[config.mk]
export PLATFORM = sky130hd
export DESIGN_NAME = line_burst_adaptor
export DESIGN_NICKNAME = d
export VERILOG_FILES = /design/src/rtl/line_burst_adaptor.sv
export SDC_FILE = /design/constraint.sdc
export NUM_CORES = 1
export LEC_CHECK = 0
export CORE_AREA = 2 2 280 282
export CTS_CLUSTER_SIZE = 10
export DETAILED_ROUTE_END_ITERATION = 16
export DIE_AREA = 0 0 282 284
export MAX_ROUTING_LAYER = met4
export REMOVE_ABC_BUFFERS = 1
export SETUP_SLACK_MARGIN = 0.4
export SLEW_MARGIN = 5
export SYNTH_ARGS = -nofsm -noshare
export SYNTH_HDL_FRONTEND = slang
export SYNTH_SLANG_ARGS = --single-unit
[constraint.sdc]
create_clock -name clk -period 2.1 [get_ports clk]
set_input_delay 0.42 -clock clk [delete_from_list [all_inputs] [get_ports clk]]
set_output_delay 0.42 -clock clk [all_outputs]
set_load 0.005 [all_outputs]
[src/rtl/line_burst_adaptor.sv]
// Adapts whole-line cache requests to a four-beat memory burst interface and back.
// Optional perf counters are built in when LINE_BURST_ADAPTOR_PERF_EN is defined.
module line_burst_adaptor #(
  parameter int LINE_W  = 256,
  parameter int BURST_W = 64
) (
  input  logic               clk,
  input  logic               rst,
  input  logic [LINE_W-1:0]  line_i,
  output logic [LINE_W-1:0]  line_o,
  input  logic [31:0]        address_i,
  input  logic               read_i,
  input  logic               write_i,
  output logic               resp_o,
  input  logic [BURST_W-1:0] burst_i,
  output logic [BURST_W-1:0] burst_o,
  output logic [31:0]        address_o,
  output logic               read_o,
  output logic               write_o,
  input  logic               resp_i
`ifdef LINE_BURST_ADAPTOR_PERF_EN
  ,
  output logic [31:0]        perf_rd_lines,
  output logic [31:0]        perf_wr_lines
`endif
);

  localparam int BEATS = LINE_W / BURST_W;
  localparam int CNT_W = (BEATS > 1) ? $clog2(BEATS) : 1;
  localparam int OFF_W = $clog2(LINE_W / 8);
  localparam logic [CNT_W-1:0] LAST_BEAT = CNT_W'(BEATS - 1);

  typedef enum logic [1:0] {IDLE, READ, WRITE, DONE} state_t;

  state_t             state_reg, state_next;
  logic [CNT_W-1:0]   cnt_reg, cnt_next;
  logic [31:0]        addr_reg, addr_next;
  logic [LINE_W-1:0]  wbuf_reg, wbuf_next;
  logic               is_wr_reg, is_wr_next;
  logic               beat_store;
  logic [BURST_W-1:0] wbeat [BEATS];
  logic               addr_off_unused;

  // Byte offset within the line is dropped; the memory side is line-addressed.
  assign addr_off_unused = ^address_i[OFF_W-1:0];

  always_ff @(posedge clk) begin
    if (rst) begin
      state_reg <= IDLE;
      cnt_reg   <= '0;
      addr_reg  <= '0;
      wbuf_reg  <= '0;
      is_wr_reg <= 1'b0;
    end else begin
      state_reg <= state_next;
      cnt_reg   <= cnt_next;
      addr_reg  <= addr_next;
      wbuf_reg  <= wbuf_next;
      is_wr_reg <= is_wr_next;
    end
  end

  always_comb begin
    state_next = state_reg;
    cnt_next   = cnt_reg;
    addr_next  = addr_reg;
    wbuf_next  = wbuf_reg;
    is_wr_next = is_wr_reg;
    beat_store = 1'b0;
    case (state_reg)
      IDLE: begin
        // Write has priority; a concurrent read simply stays asserted upstream.
        if (write_i || read_i) begin
          addr_next  = {address_i[31:OFF_W], {OFF_W{1'b0}}};
          wbuf_next  = line_i;
          cnt_next   = '0;
          is_wr_next = write_i;
          state_next = write_i ? WRITE : READ;
        end
      end
      READ: begin
        if (resp_i) begin
          beat_store = 1'b1;
          cnt_next   = (cnt_reg == LAST_BEAT) ? '0 : cnt_reg + 1'b1;
          if (cnt_reg == LAST_BEAT) state_next = DONE;
        end
      end
      WRITE: begin
        if (resp_i) begin
          cnt_next = (cnt_reg == LAST_BEAT) ? '0 : cnt_reg + 1'b1;
          if (cnt_reg == LAST_BEAT) state_next = DONE;
        end
      end
      DONE: state_next = IDLE;
      default: state_next = IDLE;
    endcase
  end

  genvar gi;
  generate
    for (gi = 0; gi < BEATS; gi++) begin : g_beat
      logic [BURST_W-1:0] slot_reg;

      always_ff @(posedge clk) begin
        if (rst) begin
          slot_reg <= '0;
        end else if (beat_store && cnt_reg == CNT_W'(gi)) begin
          slot_reg <= burst_i;
        end
      end

      assign line_o[gi*BURST_W +: BURST_W] = slot_reg;
      assign wbeat[gi] = wbuf_reg[gi*BURST_W +: BURST_W];
    end
  endgenerate

  assign address_o = addr_reg;
  assign read_o    = (state_reg == READ);
  assign write_o   = (state_reg == WRITE);
  assign resp_o    = (state_reg == DONE);
  assign burst_o   = (state_reg == WRITE) ? wbeat[cnt_reg] : '0;

`ifdef LINE_BURST_ADAPTOR_PERF_EN
  logic [31:0] perf_rd_reg, perf_wr_reg;

  always_ff @(posedge clk) begin
    if (rst) begin
      perf_rd_reg <= '0;
      perf_wr_reg <= '0;
    end else if (state_reg == DONE) begin
      if (is_wr_reg && perf_wr_reg != 32'hFFFF_FFFF) perf_wr_reg <= perf_wr_reg + 32'd1;
      if (!is_wr_reg && perf_rd_reg != 32'hFFFF_FFFF) perf_rd_reg <= perf_rd_reg + 32'd1;
    end
  end

  assign perf_rd_lines = perf_rd_reg;
  assign perf_wr_lines = perf_wr_reg;
`endif

endmodule
# == Word-level counts from Yosys, hierarchy flattened ==
# Cells that the tools add are included.
# classes
addsub,1
n_lt_le_gt_ge,1
mux,15
bitwise_logic,1
n_reduce_logical,12
n_eq_ne,9
# op_table
cell,count
64-bit 2-to-1 mux,3
64-bit binary-select mux with 2-bit select,1
2-bit 2-to-1 mux,7
"2-bit equality test, second input constant",4
2-bit one-hot mux with 3 select lines,1
3-bit AND reduction,2
"2-bit by 1-bit equality test with 1-bit output, second input constant",2
1-bit logical AND,4
2-bit logical NOT,2
"2-bit by 1-bit inequality test with 1-bit output, second input constant",2
2-bit one-hot mux with 2 select lines,1
"3-bit greater-or-equal comparator, second input constant",1
2-bit NOT with 3-bit output,1
"2-bit by 1-bit adder with 2-bit output, second input constant",1
1-bit 2-to-1 mux,2
"2-bit inequality test, second input constant",1
2-bit AND reduction,1
2-bit nonzero test,1
2-bit OR reduction,1
1-bit logical OR,1
# word_totals
input_bits,357
ff_bits,543

# == Logic depth before layout (Yosys ltp) ==
# depth
word_depth,5
ltp_mapped,9
depth_no_buf,5

# == Worst setup path after synthesis ==
# OpenSTA, ideal clock, no wires.
# synth_path
kind,register to output
startpoint,reg cnt_reg[0]
endpoint,out burst_o[16]
stages_incl_launch_ff,5
slack_ns,0.290
arrival_time_ns,1.390
t_required_ns,1.680
path_buffers,2
path_cell_list,dfxtp_1 -> buf_6 -> buf_6 -> mux4_2 -> and2_1
# synth_between
elab_chain_len,5
# synth_lines
item,line,text
"start, declared",36,"logic [CNT_W-1:0] cnt_reg, cnt_next;"
"start signal, assigned",56,cnt_reg <= cnt_next;
2-bit NOT with 3-bit output (not written as such),121,assign burst_o = (state_reg == WRITE) ? wbeat[cnt_reg] : '0;
64-bit binary-select mux with 2-bit select,121,
64-bit 2-to-1 mux (not written as such) (2 in series),121,
64-bit 2-to-1 mux,121,
"end, declared",16,"output logic [BURST_W-1:0] burst_o,"
# No other way between the ends. The select of a mux whose other input is x is not followed.

# == Final worst setup path ==
# layout_path
startpoint,reg cnt_reg[0]
endpoint,out burst_o[1]
# Same word-level chain as after synthesis.

==> metrics.log <==
[metrics] HPWL after detailed placement: 57,700 um
[metrics] total CTS buffers: 67
[metrics] number of antenna violations at the first check in global routing: 15
[metrics] count of standard-cell rows: 102
[metrics] library cells used by synthesis: 27
[metrics] arrival time of data at the critical path endpoint: 2220 ps
[metrics] crit start category: flop
[metrics] Worst Setup Slack, final: -542 ps
[metrics] worst slew margin relative to its limit: 62.8%
[metrics] Cell Count Post-Placement: 4,193
[metrics] worst min path class: primary input to flop
[metrics] final-report max-slew violation count: 0
[metrics] hold-critical path endpoint: wbuf_reg[0]
[metrics] max-cap violations: 0
[metrics] combinational family with the most area after synthesis: simple AND/OR/NAND/NOR gates
[metrics] detailed router's first-iteration violation count: 1,351
[metrics] Max Clock Freq: 0.379 GHz
[metrics] final worst clock skew: 30.2 ps
[metrics] maximum number of pins on one net before global-route repair: 62
[metrics] cell leakage power: 13.0 nW
[metrics] time the final worst path needs with I/O delays and setup: 2640 ps
[metrics] status: complete, but fails checks
[metrics] ranking of synthesized cells by area: sky130_fd_sc_hd__dfxtp_1 52%, sky130_fd_sc_hd__nand2_1 20%, sky130_fd_sc_hd__a21oi_1 13%
[metrics] top-area cell type share of the netlist area: 52.5%
[metrics] Final Setup Violations: 269
[metrics] H-tree Lvls: 3
[metrics] weighted congestion reported at the end of routability-driven placement: 0.843
[metrics] category of the worst setup path capture point: primary output
[metrics] final count of hold timing violations: 0
[metrics] worst skew pair latency: 600 ps
[metrics] Max IR drop VDD: 611 uV
[metrics] post-synthesis area per instance: 8.17 um2
[metrics] cell area after synthesis: 20,700 um2
[metrics] mux cell area share after synthesis: 7.05%
[metrics] Critical Path RT: 1680 ps
[metrics] DR pass1 iterations: 5
[metrics] count of boundary I/O pins: 712
[metrics] largest fanout of any net on the critical path: 5
[metrics] most numerous cell in the Yosys netlist: sky130_fd_sc_hd__nand2_1
[metrics] Compound-Gate Fraction of Synth Area: 13.4%
[metrics] Sinks on Clock Net: 543
[metrics] Hold Path Cell Cnt: 2
[metrics] Seq/Total Area, Yosys: 52.5%
[metrics] standard cell core area: 77,000 um2
[metrics] Synth Flop Type: sky130_fd_sc_hd__dfxtp_1
[metrics] Synth Warn #: 0
[metrics] Hold Worst Slack: 240 ps
[metrics] layout filler cell count: 7,458
[metrics] via count of the first global-routing pass: 20,200
[metrics] number of storage elements in the synthesis netlist: 543
[metrics] PD cells: 1010 nW/um2
[metrics] violations in the final reports: negative setup slack
[metrics] Layout area overhead: 67.0%
[metrics] GRT Util Overall: 21.8%
[metrics] mean number of vias per cell: 4.70
[metrics] total length of routed wires: 89,900 um
[metrics] non-filler cells, final: 4,420
[metrics] final instance area: 34,600 um2
[metrics] average routed wire per standard cell: 20.3 um
[metrics] total global routing overflow: 0
[metrics] cell area reported after detailed placement: 29,500 um2
[metrics] Yosys top cell by area: sky130_fd_sc_hd__dfxtp_1
[metrics] unrepaired setup endpoints after global routing: true
[metrics] Reg-to-Reg Start: cnt_reg[0]
[metrics] number of antenna-violating nets in the routed design: 0
[metrics] Final Util: 45.0%
[metrics] Die Y: 284 um
[metrics] clock slew at the register clock pins of the worst setup and hold paths: 60 ps
[metrics] starting utilization of the core area: 26.9%
[metrics] final period utilization: 126%
[metrics] worst reg2reg endpoint: g_beat[0].slot_reg[10]
[metrics] Crit Path Class: flop to primary output
[metrics] Clock Tree Buf Depth: 3
[metrics] number of remaining DRC errors: 0
[metrics] share of async-settable or async-resettable flops after synthesis: 0%
[metrics] xor/xnor cell area share of the yosys netlist: 0%
[metrics] TritonCTS clock tree: done
[metrics] number of vias after detailed routing: 20,800
[metrics] reg2reg setup slack: -250 ps
[metrics] measured slew at the worst slew-check pin: 558 ps
[metrics] most numerous cell types in the synthesized netlist: 1,082 x sky130_fd_sc_hd__nand2_1, 543 x sky130_fd_sc_hd__dfxtp_1, 540 x sky130_fd_sc_hd__a21oi_1, 96 x sky130_fd_sc_hd__buf_2, 85 x sky130_fd_sc_hd__clkbuf_1
[metrics] count of input and output buffers: 701
[metrics] number of nets in the layout: 3,710
[metrics] die width: 282 um
[metrics] Worst Reg-to-Reg Cells: 15
[metrics] master cell of the clock root buffer: sky130_fd_sc_hd__clkbuf_16
[metrics] fraction of layout cells with a size suffix above 1: 20.3%
[metrics] DP Worst Slack: -256 ps
[metrics] EDFF count, synth: 0
[metrics] worst min-delay path startpoint: rst
[metrics] full die area: 80,100 um2
[metrics] first-pass GRT wire length: 128,000 um
[metrics] Syn Inst Count: 2,535
[metrics] post-synthesis adder-cell area fraction: 0.544%
[metrics] area fraction in and, or, nand and nor cells after synthesis: 21.9%
==> cells by family after synthesis <==
logic type,count (synthesis)
fa+ha+maj,9
simple gates,1159
buf+inv,208
mux,66
flops,543
compound gates,549
other cells,1
==> placed cells by master, fill, tap and decap left out, drive strengths merged, types with 2 or more instances in the layout <==
cell / Yosys / routed
a21oi: 540 / 540
and2: 64 / 64
and3: 4 / 4
buf: 118 / 294
bufbuf: 0 / 2
clkbuf: 85 / 90
clkdlybuf4s15: 0 / 7
clkdlybuf4s50: 0 / 588
clkinv: 0 / 5
conb: 1 / 5
dfxtp: 543 / 543
diode: 0 / 14
dlygate4sd2: 0 / 40
ha: 9 / 9
inv: 5 / 8
mux2i: 2 / 2
mux4: 64 / 64
nand2: 1082 / 1082
nand3: 5 / 5
o21ai: 2 / 2
o311ai: 2 / 2
o31ai: 2 / 2
==> final cells by class <==
cell class | instances | area, um2 | area share [%]
antenna | 14 | 35.0 | 0.101
clock buffer | 82 | 1810 | 5.24
clock inverter | 9 | 115 | 0.333
inverter | 5 | 28.8 | 0.0832
multi-input combinational | 1788 | 9800 | 28.3
sequential | 543 | 10900 | 31.5
tap | 1040 | 1300 | 3.76
timing repair buffer | 939 | 10600 | 30.7
==> through the flow <==
step	total power, mW	setup TNS [ps]
final	34.8	-49780
after global routing	36.5	-69910
after CTS	34.6	-32790
after detailed placement	22.0	-11350
after global placement	21.9	-11120
after floorplan	14.9	-3016250
==> worst max path at each step <==
| stage | cells after the start | start | endpoint | slack (ps) |
|---|---|---|---|---|
| after CTS | 7 | cnt_reg[0] | burst_o[1] | -610 |
| after global placement | 5 | cnt_reg[0] | burst_o[1] | -250 |
| final | 7 | cnt_reg[0] | burst_o[1] | -540 |
| after global routing | 7 | cnt_reg[0] | burst_o[1] | -610 |
| after detailed placement | 5 | cnt_reg[0] | burst_o[16] | -260 |
| after floorplan | 3 | write_i | address_o[10] | -7760 |
==> power breakdown <==
part / leakage [nW] / total [mW] / switching (mW) / internal [mW]
clock network: 0.947 / 10.6 / 4.45 / 6.17
registers: 4.44 / 12.3 / 0.733 / 11.6
logic: 7.58 / 11.9 / 5.88 / 5.98
==> worst max-delay path, cell delays in order (launching register included) <==
cell	delay [ps]
sky130_fd_sc_hd__dfxtp_4	390
sky130_fd_sc_hd__buf_12	120
sky130_fd_sc_hd__buf_12	140
sky130_fd_sc_hd__buf_12	120
sky130_fd_sc_hd__buf_12	100
sky130_fd_sc_hd__mux4_2	500
sky130_fd_sc_hd__and2_4	160
sky130_fd_sc_hd__buf_6	110
==> timing repair <==
item / CTS / global route
endpoints found under the setup margin: 869 / 850
buffers inserted: 72 / 12
hold buffers: 0 / 0
gates cloned: 33 / 5
resized for setup: 510 / 261
pin swaps: 73 / 71
==> routing by layer <==
metal  global-route usage [%]  wire [um]  part of all wire, %
met1                     24.3      34700                   39
met5                        -          0                    0
met3                     7.07       8340                  9.3
met2                     36.5      43800                   49
met4                     7.09       3090                  3.4
Note: power is estimated with default switching activity, not from simulation.
